**src/rtl/loader_pkg.sv**
```systemverilog
// rtl/loader_pkg.sv - shared constants and state encodings for the UART program loader
package loader_pkg;

    localparam int DEF_CLK_DIV   = 16;
    localparam int DEF_MEM_DEPTH = 24;
    localparam int BYTE_W        = 8;

    localparam logic [1:0] RX_IDLE_E  = 2'd0;
    localparam logic [1:0] RX_START_E = 2'd1;
    localparam logic [1:0] RX_DATA_E  = 2'd2;
    localparam logic [1:0] RX_STOP_E  = 2'd3;

    localparam logic [1:0] L_LEN_E  = 2'd0;
    localparam logic [1:0] L_DATA_E = 2'd1;
    localparam logic [1:0] L_DONE_E = 2'd2;

    typedef enum logic [1:0] {
        RX_IDLE  = RX_IDLE_E,
        RX_START = RX_START_E,
        RX_DATA  = RX_DATA_E,
        RX_STOP  = RX_STOP_E
    } rx_state_t;

    typedef enum logic [1:0] {
        L_LEN  = L_LEN_E,
        L_DATA = L_DATA_E,
        L_DONE = L_DONE_E
    } ld_state_t;

endpackage

```
**src/rtl/uart_rx_byte.sv**
```systemverilog
// rtl/uart_rx_byte.sv - 8N1 UART byte receiver with input synchroniser
// Ports:
//   clk, rst_n  - clock, asynchronous active-low reset
//   rx          - raw serial line, idles high
//   byte_valid  - one-cycle strobe, byte_data valid while high (held until next frame)
//   byte_data   - received byte, LSB first on the line
//   frame_err   - one-cycle pulse when the stop bit samples low
module uart_rx_byte
    import loader_pkg::*;
#(
    parameter int CLK_DIV = DEF_CLK_DIV
) (
    input  logic              clk,
    input  logic              rst_n,
    input  logic              rx,
    output logic              byte_valid,
    output logic [BYTE_W-1:0] byte_data,
    output logic              frame_err
);

    localparam int CNT_W = $clog2(CLK_DIV);
    localparam logic [CNT_W-1:0] HALF_LAST = CNT_W'(CLK_DIV / 2 - 1);
    localparam logic [CNT_W-1:0] FULL_LAST = CNT_W'(CLK_DIV - 1);

    logic              rx_meta_q, rx_s_q;
    rx_state_t         state_q, state_d;
    logic [CNT_W-1:0]  cnt_q, cnt_d;
    logic [2:0]        bit_q, bit_d;
    logic [BYTE_W-1:0] shift_q, shift_d;
    logic              valid_q, valid_d;
    logic              ferr_q, ferr_d;
    // After a bad stop bit the line may still be low (break); hold here until it rises
    logic              hold_q, hold_d;

    always_comb begin
        state_d = state_q;
        cnt_d   = cnt_q;
        bit_d   = bit_q;
        shift_d = shift_q;
        hold_d  = hold_q;
        valid_d = 1'b0;
        ferr_d  = 1'b0;
        case (state_q)
            RX_IDLE: begin
                cnt_d = '0;
                bit_d = '0;
                if (!rx_s_q) state_d = RX_START;
            end
            RX_START: begin
                if (cnt_q == HALF_LAST) begin
                    cnt_d   = '0;
                    // Line high at mid start bit means it was only a glitch
                    state_d = rx_s_q ? RX_IDLE : RX_DATA;
                end else begin
                    cnt_d = cnt_q + CNT_W'(1);
                end
            end
            RX_DATA: begin
                if (cnt_q == FULL_LAST) begin
                    cnt_d   = '0;
                    shift_d = {rx_s_q, shift_q[BYTE_W-1:1]};
                    bit_d   = bit_q + 3'd1;
                    if (bit_q == 3'd7) state_d = RX_STOP;
                end else begin
                    cnt_d = cnt_q + CNT_W'(1);
                end
            end
            RX_STOP: begin
                if (hold_q) begin
                    if (rx_s_q) begin
                        hold_d  = 1'b0;
                        state_d = RX_IDLE;
                    end
                end else if (cnt_q == FULL_LAST) begin
                    cnt_d = '0;
                    if (rx_s_q) begin
                        valid_d = 1'b1;
                        state_d = RX_IDLE;
                    end else begin
                        ferr_d = 1'b1;
                        hold_d = 1'b1;
                    end
                end else begin
                    cnt_d = cnt_q + CNT_W'(1);
                end
            end
            default: state_d = RX_IDLE;
        endcase
    end

    always_ff @(posedge clk or negedge rst_n) begin
        if (!rst_n) begin
            rx_meta_q <= 1'b1;
            rx_s_q    <= 1'b1;
            state_q   <= RX_IDLE;
            cnt_q     <= '0;
            bit_q     <= '0;
            shift_q   <= '0;
            valid_q   <= 1'b0;
            ferr_q    <= 1'b0;
            hold_q    <= 1'b0;
        end else begin
            rx_meta_q <= rx;
            rx_s_q    <= rx_meta_q;
            state_q   <= state_d;
            cnt_q     <= cnt_d;
            bit_q     <= bit_d;
            shift_q   <= shift_d;
            valid_q   <= valid_d;
            ferr_q    <= ferr_d;
            hold_q    <= hold_d;
        end
    end

    assign byte_valid = valid_q;
    assign byte_data  = shift_q;
    assign frame_err  = ferr_q;

endmodule

```
**src/rtl/prog_loader_uart.sv**
```systemverilog
// rtl/prog_loader_uart.sv - length-prefixed UART program loader for instruction memory
// Ports:
//   clk, rst_n          - clock, asynchronous active-low reset
//   rx                  - UART receive line
//   rearm               - pulse in DONE to start a new load
//   mem_we/addr/data    - instruction-memory write port
//   load_busy/load_done - load in progress / load complete
//   frame_err, len_err  - sticky error flags, cleared by rearm
module prog_loader_uart
    import loader_pkg::*;
#(
    parameter int CLK_DIV   = DEF_CLK_DIV,
    parameter int MEM_DEPTH = DEF_MEM_DEPTH,
    parameter int ADDR_W    = 5
) (
    input  logic              clk,
    input  logic              rst_n,
    input  logic              rx,
    input  logic              rearm,
    output logic              mem_we,
    output logic [ADDR_W-1:0] mem_addr,
    output logic [7:0]        mem_data,
    output logic              load_busy,
    output logic              load_done,
    output logic              frame_err,
    output logic              len_err
);

    localparam logic [7:0] DEPTH_B = 8'(MEM_DEPTH);

    logic              byte_valid;
    logic [BYTE_W-1:0] byte_data;
    logic              rx_ferr;

    uart_rx_byte #(.CLK_DIV(CLK_DIV)) u_rx (
        .clk        (clk),
        .rst_n      (rst_n),
        .rx         (rx),
        .byte_valid (byte_valid),
        .byte_data  (byte_data),
        .frame_err  (rx_ferr)
    );

    ld_state_t         state_q, state_d;
    logic [7:0]        rem_q, rem_d;
    logic [ADDR_W-1:0] addr_q, addr_d;
    logic [7:0]        data_q, data_d;
    logic              we_q, we_d;
    logic              ferr_q, ferr_d;
    logic              lerr_q, lerr_d;

    always_comb begin
        state_d = state_q;
        rem_d   = rem_q;
        addr_d  = addr_q;
        data_d  = data_q;
        we_d    = 1'b0;
        ferr_d  = ferr_q | rx_ferr;
        lerr_d  = lerr_q;
        case (state_q)
            L_LEN: begin
                if (byte_valid) begin
                    if (byte_data != 8'd0 && byte_data <= DEPTH_B) begin
                        rem_d   = byte_data;
                        addr_d  = '0;
                        state_d = L_DATA;
                    end else begin
                        lerr_d = 1'b1;
                    end
                end
            end
            L_DATA: begin
                if (byte_valid) begin
                    we_d   = 1'b1;
                    data_d = byte_data;
                end
                // Bookkeeping happens during the write cycle so the new address
                // appears the cycle after; the last write leaves the address
                // parked on the final location.
                if (we_q) begin
                    rem_d = rem_q - 8'd1;
                    if (rem_q == 8'd1) state_d = L_DONE;
                    else               addr_d  = addr_q + ADDR_W'(1);
                end
            end
            L_DONE: begin
                if (rearm) begin
                    state_d = L_LEN;
                    ferr_d  = 1'b0;
                    lerr_d  = 1'b0;
                end
            end
            default: state_d = L_LEN;
        endcase
    end

    always_ff @(posedge clk or negedge rst_n) begin
        if (!rst_n) begin
            state_q <= L_LEN;
            rem_q   <= '0;
            addr_q  <= '0;
            data_q  <= '0;
            we_q    <= 1'b0;
            ferr_q  <= 1'b0;
            lerr_q  <= 1'b0;
        end else begin
            state_q <= state_d;
            rem_q   <= rem_d;
            addr_q  <= addr_d;
            data_q  <= data_d;
            we_q    <= we_d;
            ferr_q  <= ferr_d;
            lerr_q  <= lerr_d;
        end
    end

    assign mem_we    = we_q;
    assign mem_addr  = addr_q;
    assign mem_data  = data_q;
    assign load_busy = (state_q == L_DATA);
    assign load_done = (state_q == L_DONE);
    assign frame_err = ferr_q;
    assign len_err   = lerr_q;

endmodule
```
**config.mk**
```make
export PLATFORM = sky130hd
export DESIGN_NAME = prog_loader_uart
export DESIGN_NICKNAME = d
export VERILOG_FILES = /design/src/rtl/loader_pkg.sv /design/src/rtl/uart_rx_byte.sv /design/src/rtl/prog_loader_uart.sv
export SDC_FILE = /design/constraint.sdc
export NUM_CORES = 1
export LEC_CHECK = 0
export BUFFER_PORTS_ARGS = -buffer_cell sky130_fd_sc_hd__buf_2
export CAP_MARGIN = 20
export CORE_UTILIZATION = 59
export DETAILED_ROUTE_END_ITERATION = 7
export GPL_ROUTABILITY_DRIVEN = 0
export PLACE_DENSITY = 0.79
export SYNTH_ARGS = -nofsm -noshare
export SYNTH_HDL_FRONTEND = slang
export SYNTH_HIERARCHICAL = 1
export SYNTH_SLANG_ARGS = --single-unit
export TNS_END_PERCENT = 100
```
**constraint.sdc**
```tcl
create_clock -name clk -period 2.3 [get_ports clk]
set_input_delay 0.115 -clock clk [delete_from_list [all_inputs] [get_ports clk]]
set_output_delay 0.115 -clock clk [all_outputs]
set_load 0.005 [all_outputs]
```
==> flow_summary.toml <==
[timing]
slew_viol_final = 0
hold_viol_final = 0
setup-violations-final = 0
final.period_utilization_pct = 82.2
setup_tns_ns = 0
rsz0062_at_grt = "no"
timing.fmax_mhz = 529
worst_pin_slew_ns = 0.708
layout_setup_ws_ns = 0.408
whs_ns = 0.358
maxSlewHeadroom_pct = 52.4
finClkSkew_ns = 0.00890
period_needed_ns = 1.89

[worst_hold_path]
hold_path_class = "register to register"
hold-path-endpoint = "u_rx/rx_s_q"
whs_path_depth = 0
hold_start = "u_rx/rx_meta_q"

[synth]
yosys.cell_types.count = 55
synth_top_family_by_area = "compound AO/OA/AOI/OAI gates"
syn_inst = 222
syn_avg_cell_area_um2 = 11.2
syn_area_um2 = 2480
synth_xor_area_share_pct = 0
yosysWarnings = 6
synth_edf_count = 0
ys_seq_area_share_pct = 48.6
synth_fa_ha_area_share_pct = 3.03
synth_compound_area_share_pct = 19.6
yosys_register_bits = 48
synthSimpleGateAreaFrac_pct = 14.5
synth-main-ff-cell = "dfrtp_1"
synth_nets = 232
async_flop_share_pct = 100
post_synth_mux_area_share_pct = 10.4

[clocking]
clock-sinks = 48
cts_buffers = 5
cts_buffer_depth = 2
cts-root-buf = "clkbuf_8"
clk_latency_ns = 0.30
cts_resized = 0
clk_pin_slew_ns = 0.08
ctsHtreeMaxLevel = 2
cts_tree = "done"
cts_setup_buffers = 0

[cells_and_area]
final_area_um2 = 2740
fin_cells = 299
final_common_cell = "dfrtp_1"
synthToLayoutAreaGrowth_pct = 10.7
fin_util_pct = 68.1
drive_gt1_share_pct = 20.9
final_cell_mix = "dfrtp_1 (46), buf_2 (21), nand2_1 (17)"
diodes = 0
final_nets = 258

[die]
initial_core_util_pct = 61.5
core_area_um2 = 4030
rows = 23
die_h_um = 66.8
dieArea_um2 = 4460
fp.dieW_um = 66.8
io_pins = 22

[setup_path]
r2r_start = "rem_q[0]"
rr_endpoint = "rem_q[6]"
cp_num_buf_inv = 1
cp-start-kind = "register"
crit_required_ns = 2.48
path_max_fanout = 5
critical_path.top_delay_family = "simple AND/OR/NAND/NOR gates"
cp.depth = 6
r2r_cells = 6
r2r_slack_ns = 0.41
cp_slowest_cell = "dfrtp_1"
crit_chain = "inv_1, ha_1, or3b_1, or3_1, a221oi_1, o22ai_1"
cp.arrival_ns = 2.07
critical_path_class = "register to register"
crit_path_max_incr_delay_ns = 0.41
endpoint_kind = "register"

[route]
ant_nets = 0
dr.pass1.iters = 4
drc = 0
wl_um = 4590
viasPerCell = 6.15
wire_per_inst_um = 15.4
vias = 1839
drt-initial-drc-count = 157

[global_route]
grt_remaining_overflow = 0
antenna_found_initial = 0
grt_max_degree = 49
grt_pass1_wl_um = 7450
grt_pass1_vias = 1617
grt_use_total_pct = 22.7

[power_and_ir_drop]
p_per_area_nw_per_um2 = 744
power.total_mw = 2.04
ir_worst_vdd_mv = 0.425
p_leak_nw = 1.32

[placed_design]
io_buffers = 21
placed_area_um2 = 2620
placedCellCount = 288
hpwl_um = 3090
dpl_worst_slack_ns = 0.402

[run]
cap_violations = 0

[status]
status = "completed"
state kept, by name, indices dropped and copies added (netlist names), named ones only:
register	count
u_rx/cnt_q	4
u_rx/frame_err	1
rem_q	8
mem_addr	5
mem_we	1
u_rx/rx_s_q	1
u_rx/bit_q	3
frame_err	1
u_rx/rx_meta_q	1
u_rx/byte_valid	1
u_rx/hold_q	1
mem_data	8
u_rx/state_q	1
u_rx/byte_data	8
len_err	1
state_q	2
power breakdown:
part	leakage (nW)	internal [mW]	switching (mW)	total [mW]
clock network	0.0455	0.245	0.261	0.506
logic	0.647	0.216	0.212	0.428
registers	0.627	0.932	0.174	1.11
total	1.32	1.39	0.647	2.04
final cells by class:
class | count | area (µm²)
Fill cell | 316 | 1290
Tap cell | 50 | 62.6
Inverter | 15 | 56.3
Sequential cell | 48 | 1200
Multi-Input combinational cell | 152 | 1180
Timing Repair Buffer | 26 | 150
Clock buffer | 8 | 90.1
metal layers:
| layer | track usage, % | routed length (µm) | vias to the layer above |
|---|---|---|---|
| met4 | 10.4 | 65 | 0 |
| met5 | 0 | 0 | - |
| met2 | 33.2 | 2100 | 50 |
| met1 | 31.3 | 2230 | 893 |
| met3 | 5.82 | 199 | 6 |
| li1 | - | - | 890 |
worst max-delay path by stage:
stage                        start        to  slack, ns
after global placement    rem_q[0]  rem_q[6]       0.45
after CTS                 rem_q[0]  rem_q[6]       0.39
after floorplan           rem_q[0]  rem_q[6]       0.49
after global routing      rem_q[1]  rem_q[6]       0.22
after detailed placement  rem_q[0]  rem_q[6]       0.40
final                     rem_q[0]  rem_q[6]       0.41
worst reg2reg max path, delay by kind of cell (launching register included):
kind            cells  cell delay, ns
simple gates        2            0.72
buf+inv             1            0.11
fa+ha+maj           1            0.18
flops               1            0.41
compound gates      2            0.36
synth_stat cells, drive strengths merged, types with 2 or more instances:
cell type / number / area (µm²)
nor4: 4 / 25.0
a41oi: 2 / 17.5
nor2b: 3 / 18.8
or4: 2 / 18.8
mux2: 15 / 199
o2bb2ai: 2 / 17.5
nand2: 18 / 83.8
nor3: 5 / 25.0
nor2: 8 / 46.3
mux2i: 6 / 60.1
o22ai: 4 / 25.0
dfrtp: 46 / 1150
o311ai: 3 / 33.8
a22o: 5 / 43.8
ha: 6 / 75.1
nand2b: 3 / 18.8
a21oi: 13 / 65.1
a31oi: 7 / 43.8
buf: 6 / 35.0
dfstp: 2 / 52.6
nand3: 7 / 47.6
a221oi: 3 / 26.3
or3: 2 / 12.5
inv: 15 / 56.3
and3: 3 / 20.0
nor3b: 2 / 15.0
o21ai: 11 / 66.3
o211ai: 3 / 36.3
a32o: 2 / 20.0
kinds of logic (layout without fill, tap and decap cells):
kind of cell               count (synthesis)  count (layout)
DFF                                       48              48
adders and majority gates                  6               6
muxes                                     21              21
AOI/OAI and AO/OA                         64              64
and+or+nand+nor                           61              61
buffers and inverters                     22              49
repair_timing:
item / CTS / global route
endpoints found under the hold margin: 48 / 0
hold buffers: 3 / 0
setup endpoints to repair: 0 / 0
Note: power is estimated with default switching activity, not from simulation.
